===== config.mk =====
export PLATFORM = sky130hd
export DESIGN_NAME = trace_capture_flat
export DESIGN_NICKNAME = d
export VERILOG_FILES = /design/src/rtl/trace_capture_if.sv /design/src/rtl/trace_capture.sv /design/src/flat_wrapper.sv
export SDC_FILE = /design/constraint.sdc
export NUM_CORES = 2
export LEC_CHECK = 0
export ABC_AREA = 1
export ABC_CLOCK_PERIOD_IN_PS = 11200
export CAP_MARGIN = 40
export CORE_UTILIZATION = 29
export DETAILED_ROUTE_END_ITERATION = 16
export DONT_BUFFER_PORTS = 1
export GPL_TIMING_DRIVEN = 0
export PLACE_DENSITY_LB_ADDON = 0.12
export SKIP_LAST_GASP = 1
export SLEW_MARGIN = 20
export SYNTH_ARGS = -nofsm -noshare
export SYNTH_HDL_FRONTEND = slang
export SYNTH_SLANG_ARGS = --single-unit

===== constraint.sdc =====
create_clock -name clk -period 11.2 [get_ports clk]
set_clock_uncertainty 0.1 [all_clocks]
set_input_delay 0.56 -clock clk [delete_from_list [all_inputs] [get_ports clk]]
set_output_delay 0.56 -clock clk [all_outputs]
set_load 0.05 [all_outputs]

===== src/rtl/trace_capture_if.sv =====
// Record stream between trace_capture (master) and a trace consumer (slave).
interface trace_capture_if;
  logic        rec_valid;
  logic        rec_ready;
  logic [31:0] rec_pc;
  logic [31:0] rec_instr;
  logic [31:0] rec_data;
  logic [1:0]  rec_kind;
  logic [3:0]  rec_flags;
  logic [15:0] rec_seq;

  modport master (
    output rec_valid, rec_pc, rec_instr, rec_data, rec_kind, rec_flags, rec_seq,
    input  rec_ready
  );

  modport slave (
    input  rec_valid, rec_pc, rec_instr, rec_data, rec_kind, rec_flags, rec_seq,
    output rec_ready
  );
endinterface


===== src/rtl/trace_capture.sv =====
// Core execution trace capture: arms on enable, triggers on a PC match and buffers
// per-cycle records in a FIFO drained through a valid/ready stream.
module trace_capture #(
  parameter int unsigned DEPTH        = 16,
  parameter bit          STOP_ON_FULL = 1'b0
) (
  input  logic                    clk,
  input  logic                    reset,
  input  logic                    en_i,
  input  logic [31:0]             trig_pc_i,
  input  logic [7:0]              stop_cnt_i,
  input  logic [31:0]             pc_i,
  input  logic [31:0]             instr_i,
  input  logic [31:0]             result_i,
  input  logic [31:0]             wdata_i,
  input  logic                    memwrite_i,
  input  logic                    regwrite_i,
  input  logic                    pcsrc_i,
  input  logic [3:0]              flags_i,
  trace_capture_if.master         rec,
  output logic [1:0]              state_o,
  output logic [$clog2(DEPTH):0]  count_o,
  output logic [7:0]              ovf_cnt_o,
  output logic                    ovf_o
);

  localparam int unsigned AW = $clog2(DEPTH);
  localparam int unsigned RW = 118;

  localparam logic [1:0] StIdle    = 2'b00;
  localparam logic [1:0] StArmed   = 2'b01;
  localparam logic [1:0] StCapture = 2'b10;
  localparam logic [1:0] StStopped = 2'b11;

  logic [1:0]    state_q, state_d;
  logic [15:0]   seq_q, seq_d;
  logic [7:0]    cap_cnt_q, cap_cnt_d;
  logic [AW-1:0] wptr_q, rptr_q;
  logic [AW:0]   count_q;
  logic [7:0]    ovf_cnt_q;
  logic          ovf_q;
  logic [RW-1:0] mem_q [DEPTH];

  logic          capture, push, pop, drop, full, empty;
  logic [1:0]    kind;
  logic [7:0]    cap_cnt_inc;
  logic [RW-1:0] wrec;

  assign empty       = (count_q == '0);
  assign full        = (count_q == (AW+1)'(DEPTH));
  assign pop         = !empty && rec.rec_ready;
  assign capture     = en_i && ((state_q == StArmed && pc_i == trig_pc_i) || state_q == StCapture);
  // A full FIFO still accepts a record when the head leaves on the same edge.
  assign push        = capture && (!full || pop);
  assign drop        = capture && full && !pop;
  assign cap_cnt_inc = cap_cnt_q + 8'd1;

  always_comb begin
    kind = 2'b00;
    if (memwrite_i)      kind = 2'b10;
    else if (pcsrc_i)    kind = 2'b11;
    else if (regwrite_i) kind = 2'b01;
  end

  assign wrec = {pc_i, instr_i, (memwrite_i ? wdata_i : result_i), kind, flags_i, seq_q};

  always_comb begin
    state_d   = state_q;
    seq_d     = seq_q;
    cap_cnt_d = cap_cnt_q;
    if (!en_i) begin
      state_d = StIdle;
    end else begin
      case (state_q)
        StIdle: begin
          state_d   = StArmed;
          seq_d     = '0;
          cap_cnt_d = '0;
        end
        StArmed, StCapture: begin
          seq_d = seq_q + 16'd1;
          if (capture) begin
            cap_cnt_d = cap_cnt_inc;
            if ((stop_cnt_i != 8'd0 && cap_cnt_inc == stop_cnt_i) || (STOP_ON_FULL && drop)) begin
              state_d = StStopped;
            end else begin
              state_d = StCapture;
            end
          end
        end
        default: state_d = state_q;
      endcase
    end
  end

  always_ff @(posedge clk) begin
    if (!reset) begin
      state_q   <= StIdle;
      seq_q     <= '0;
      cap_cnt_q <= '0;
      wptr_q    <= '0;
      rptr_q    <= '0;
      count_q   <= '0;
      ovf_cnt_q <= '0;
      ovf_q     <= 1'b0;
    end else begin
      state_q   <= state_d;
      seq_q     <= seq_d;
      cap_cnt_q <= cap_cnt_d;
      if (push) wptr_q <= wptr_q + AW'(1);
      if (pop)  rptr_q <= rptr_q + AW'(1);
      if (push && !pop)      count_q <= count_q + (AW+1)'(1);
      else if (!push && pop) count_q <= count_q - (AW+1)'(1);
      if (drop) begin
        ovf_q <= 1'b1;
        if (ovf_cnt_q != 8'hFF) ovf_cnt_q <= ovf_cnt_q + 8'd1;
      end
    end
  end

  // Storage needs no reset: the read side is masked whenever the FIFO is empty.
  always_ff @(posedge clk) begin
    if (reset && push) mem_q[wptr_q] <= wrec;
  end

  assign rec.rec_valid = !empty;
  assign {rec.rec_pc, rec.rec_instr, rec.rec_data, rec.rec_kind, rec.rec_flags, rec.rec_seq} =
      empty ? '0 : mem_q[rptr_q];

  assign state_o   = state_q;
  assign count_o   = count_q;
  assign ovf_cnt_o = ovf_cnt_q;
  assign ovf_o     = ovf_q;

endmodule


===== src/flat_wrapper.sv =====
// flat-port wrapper written by rule: the top's interface ports become plain ports
module trace_capture_flat 
#(
  parameter int unsigned DEPTH        = 16,
  parameter bit          STOP_ON_FULL = 1'b0
)
  (clk, reset, en_i, trig_pc_i, stop_cnt_i, pc_i, instr_i, result_i, wdata_i, memwrite_i, regwrite_i, pcsrc_i, flags_i, state_o, count_o, ovf_cnt_o, ovf_o, rec_rec_valid, rec_rec_pc, rec_rec_instr, rec_rec_data, rec_rec_kind, rec_rec_flags, rec_rec_seq, rec_rec_ready);
  trace_capture_if rec_i ();
  input  logic clk;
  input  logic reset;
  input  logic en_i;
  input  logic [31:0] trig_pc_i;
  input  logic [7:0] stop_cnt_i;
  input  logic [31:0] pc_i;
  input  logic [31:0] instr_i;
  input  logic [31:0] result_i;
  input  logic [31:0] wdata_i;
  input  logic memwrite_i;
  input  logic regwrite_i;
  input  logic pcsrc_i;
  input  logic [3:0] flags_i;
  output logic [1:0] state_o;
  output logic [$clog2(DEPTH):0] count_o;
  output logic [7:0] ovf_cnt_o;
  output logic ovf_o;
  output wire logic [$bits(rec_i.rec_valid)-1:0] rec_rec_valid;
  output wire logic [$bits(rec_i.rec_pc)-1:0] rec_rec_pc;
  output wire logic [$bits(rec_i.rec_instr)-1:0] rec_rec_instr;
  output wire logic [$bits(rec_i.rec_data)-1:0] rec_rec_data;
  output wire logic [$bits(rec_i.rec_kind)-1:0] rec_rec_kind;
  output wire logic [$bits(rec_i.rec_flags)-1:0] rec_rec_flags;
  output wire logic [$bits(rec_i.rec_seq)-1:0] rec_rec_seq;
  input wire logic [$bits(rec_i.rec_ready)-1:0] rec_rec_ready;
  assign rec_rec_valid = rec_i.rec_valid;
  assign rec_rec_pc = rec_i.rec_pc;
  assign rec_rec_instr = rec_i.rec_instr;
  assign rec_rec_data = rec_i.rec_data;
  assign rec_rec_kind = rec_i.rec_kind;
  assign rec_rec_flags = rec_i.rec_flags;
  assign rec_rec_seq = rec_i.rec_seq;
  assign rec_i.rec_ready = rec_rec_ready;
  trace_capture #(.DEPTH(DEPTH), .STOP_ON_FULL(STOP_ON_FULL)) u_core (.clk(clk), .reset(reset), .en_i(en_i), .trig_pc_i(trig_pc_i), .stop_cnt_i(stop_cnt_i), .pc_i(pc_i), .instr_i(instr_i), .result_i(result_i), .wdata_i(wdata_i), .memwrite_i(memwrite_i), .regwrite_i(regwrite_i), .pcsrc_i(pcsrc_i), .flags_i(flags_i), .rec(rec_i), .state_o(state_o), .count_o(count_o), .ovf_cnt_o(ovf_cnt_o), .ovf_o(ovf_o));
endmodule

==> summary.md <==
| Metric | Value |
|---|---|
| Clk pin slew, worst setup/hold paths | `0.06 ns` |
| Post-DRT Antenna Nets | `0` |
| P_int | `approximately 0.014 W` |
| Rows | `~190` |
| Register area share after synthesis | `0.755` |
| Period utilization | `0.488` |
| Clock sinks | `about 1900` |
| Crit path kind | `reg -> out` |
| CP required | `approximately 11 ns` |
| Synthesized flop and latch total | `just under 2000` |
| Final Hold Violating Endpoints | `0` |
| CORE AREA | `262000 um2` |
| Worst hold path type | `in -> reg` |
| Status | `completed` |
| Mapped Cells | `about 5700` |
| Final Slew Violations | `0` |
| Max cap viols | `0` |
| Die X | `516 um` |
| Register area | `just under 60000 um2` |
| Gate power share | `0.326` |
| Placer congestion estimate | `roughly 0.77` |
| FILL cells | `approximately 25000` |
| Commonest non-fill, non-tap cell in the layout | `edfxtp_1` |
| Async SR Flop Fraction | `0` |
| RSZ-0062 raised after global routing | `no` |
| I/O Pins | `~310` |
| Crit path launch type | `flip-flop` |
| YS warnings | `0` |
| Routed WL | `between 300000 and 400000 um` |
| Mapped Nets | `5853` |
| CP endpoint kind | `output pin` |
| Multi-input gate area | `about 17000 um2` |
| # nets final | `6565` |
| Vias per std cell | `5.20` |
| Overall Global Routing Usage | `0.224` |
| Max H-tree Level | `4` |
| Global-route wire length before repair | `approximately 420000 um` |
| EDFF count, synth | `1888` |
| Yosys cell types | `between 40 and 50` |
| CTS root buf | `clkbuf_16` |
| Fmax | `between 0.15 and 0.2 GHz` |
| Sequential power share | `0.360` |
| Vias in the first global route | `about 51000` |
| Antenna violations before repair | `31` |
| 1st-iter DRT viols | `~5200` |
| CP arrival | `4.80 ns` |
| Die H | `just over 500 um` |
| Leakage | `approximately 30 nW` |
| Ratio of cells with drive above 1 in the final layout | `0.144` |
| Worst Max-Slew Pin Slew | `roughly 0.94 ns` |
| Slew Limit Headroom | `0.374` |
| Global route total overflow | `0` |
| CTS tree | `done` |
| Setup violations, final | `0` |
| Most frequent cells in the layout | `edfxtp_1 (1888), nor2_1 (1006), o21ai_0 (934), o221ai_1 (348), clkbuf_1 (335)` |
| IR drop worst, VDD | `0.179 mV` |
| Synth Flop Type | `edfxtp_1` |
| Minimum clock period | `~5.5 ns` |
| Clk_lat worst skew | `0.88 ns` |
| Crit-path max FO | `10` |
| Pwr/cell area | `approximately 240 nW/um2` |
| # port buffers | `0` |
| Die Area | `between 200000 and 300000 um2` |
| Sw Ratio | `0.392` |
| Non-Filler Instances | `a little over 10000` |
| DR DRC count | `0` |
| Synth Cell Area | `76500 um2` |
| Post-synth top area cell | `edfxtp_1` |
| Clock buffer depth | `3` |
| Total negative slack | `0 ns` |
| Clock share of power | `0.314` |
| DR WL/cell | `30.0 um` |
| Net switching power | `approximately 0.0087 W` |
| Largest net degree at the start of global routing | `22` |
| Area growth from synthesis to layout | `22.0%` |
| Initial core utilization | `0.292` |
| TritonCTS buffer count | `between 200 and 250` |
| Placed insts | `approximately 9600` |
| Vias | `52400` |
| Synth Area per Inst | `about 14 um2` |
| Top cells by area, synth | `edfxtp_1 (74%), o21ai_0 (6.1%), nor2_1 (5.0%)` |
| Hpwl dp | `210000 um` |
| Synth top area share | `0.741` |
| DR pass1 iterations | `5` |
==> sequential cells by signal, indices dropped and copies added, names as in the netlist, named ones only <==
signal,count
u_core.cap_cnt_q,8
u_core.rptr_q,4
u_core.seq_q,16
u_core.ovf_cnt_o,8
u_core.wptr_q,4
u_core.count_o,5
u_core.ovf_o,1
u_core.mem_q,1888
u_core.state_o,2
==> repair_timing <==
action | in CTS | in global routing
setup buffers | 0 | 0
hold buffers | 78 | 0
endpoints found under the hold margin | 1130 | 0
gates resized for setup | 0 | 0
==> through the flow <==
| stage | util | area, um2 | hold WS [ns] | setup WS, ns | power [W] |
|---|---|---|---|---|---|
| after floorplan | - | 76500 | 0.358 | 0.580 | 0.0120 |
| after global placement | 0.308 | 80900 | 0.387 | -12.75 | 0.0148 |
| after detailed placement | 0.325 | 85300 | 0.393 | 5.61 | 0.0153 |
| after CTS | 0.354 | 92900 | 0.00418 | 5.67 | 0.0224 |
| after global routing | 0.356 | 93300 | 0.0275 | 5.54 | 0.0230 |
| final | 0.356 | 93300 | 0.0413 | 5.74 | 0.0223 |
==> area by class of cell <==
class                      count  area share
sequential                  1940       0.619
clock buffer                 268      0.0604
inverter                      96     0.00388
timing repair buffer         498      0.0557
clock inverter               120      0.0127
antenna                       20    0.000536
tap                         3515      0.0471
multi-input combinational   3205       0.182
buffer                       417      0.0192
==> path summary, 6_finish.rpt <==
path | end | startpoint | cells past startpoint | slack, ns
hold / removal | u_core.mem_q[11][36]$_DFFE_PP_ | result_i[14] | 3 | 0.04
setup / recovery | rec_rec_data[0] | flip-flop | 8 | 5.74
hold reg to reg | u_core.seq_q[12]$_SDFFE_PN0P_ | u_core.seq_q[12]$_SDFFE_PN0P_ | 2 | 0.38
setup reg to reg | u_core.mem_q[7][39]$_DFFE_PP_ | u_core.state_o[0]$_SDFFE_PN0P_ | 23 | 5.84
==> critical path: stages (launching register included) <==
cell and delay (ns):
dfxtp_1 0.49, buf_4 0.23, buf_6 0.26, buf_2 0.71
buf_1 0.72, nor2_1 0.12, o221ai_1 0.20, nand3_1 0.36
a21oi_2 0.79
==> routing by layer <==
layer,vias to the layer above,track usage,routed length [um]
met5,-,0,13
met2,1904,0.357,140000
met1,27100,0.310,135000
met3,338,0.0472,21300
met4,2,0.0525,6210
li1,23000,-,-
==> kinds of logic after synthesis <==
group                      share of synthesized area
AOI/OAI and AO/OA                              0.136
xor gates and xnor gates                     0.00332
adders and majority gates                    0.00272
buffers and inverters                         0.0279
DFF                                            0.755
and+or+nand+nor                               0.0753
==> power groups by stage <==
stage	Sequential (W)	Clock, W	Combinational (W)
2_1_floorplan	0.00817	0	0.00382
3_3_place_gp	0.00818	0	0.00657
3_5_place_dp	0.00818	0	0.00711
4_1_cts	0.00803	0.00711	0.00721
5_1_grt	0.00803	0.00735	0.00766
6_report	0.00803	0.00699	0.00726
==> Yosys cell counts, types with 9 or more instances <==
library cell,n
or2_2,9
edfxtp_1,1888
inv_1,93
o221ai_1,348
o21ai_1,25
o21ai_0,934
buf_2,80
o211ai_1,124
xnor2_1,21
nor2_1,1010
clkbuf_1,302
nand2_1,225
dfxtp_1,52
o22ai_1,125
nand4_1,11
a21oi_1,149
buf_4,23
nand3_1,156
ha_1,15
nor3_1,19
No activity file was read; power rests on OpenSTA's default activity.
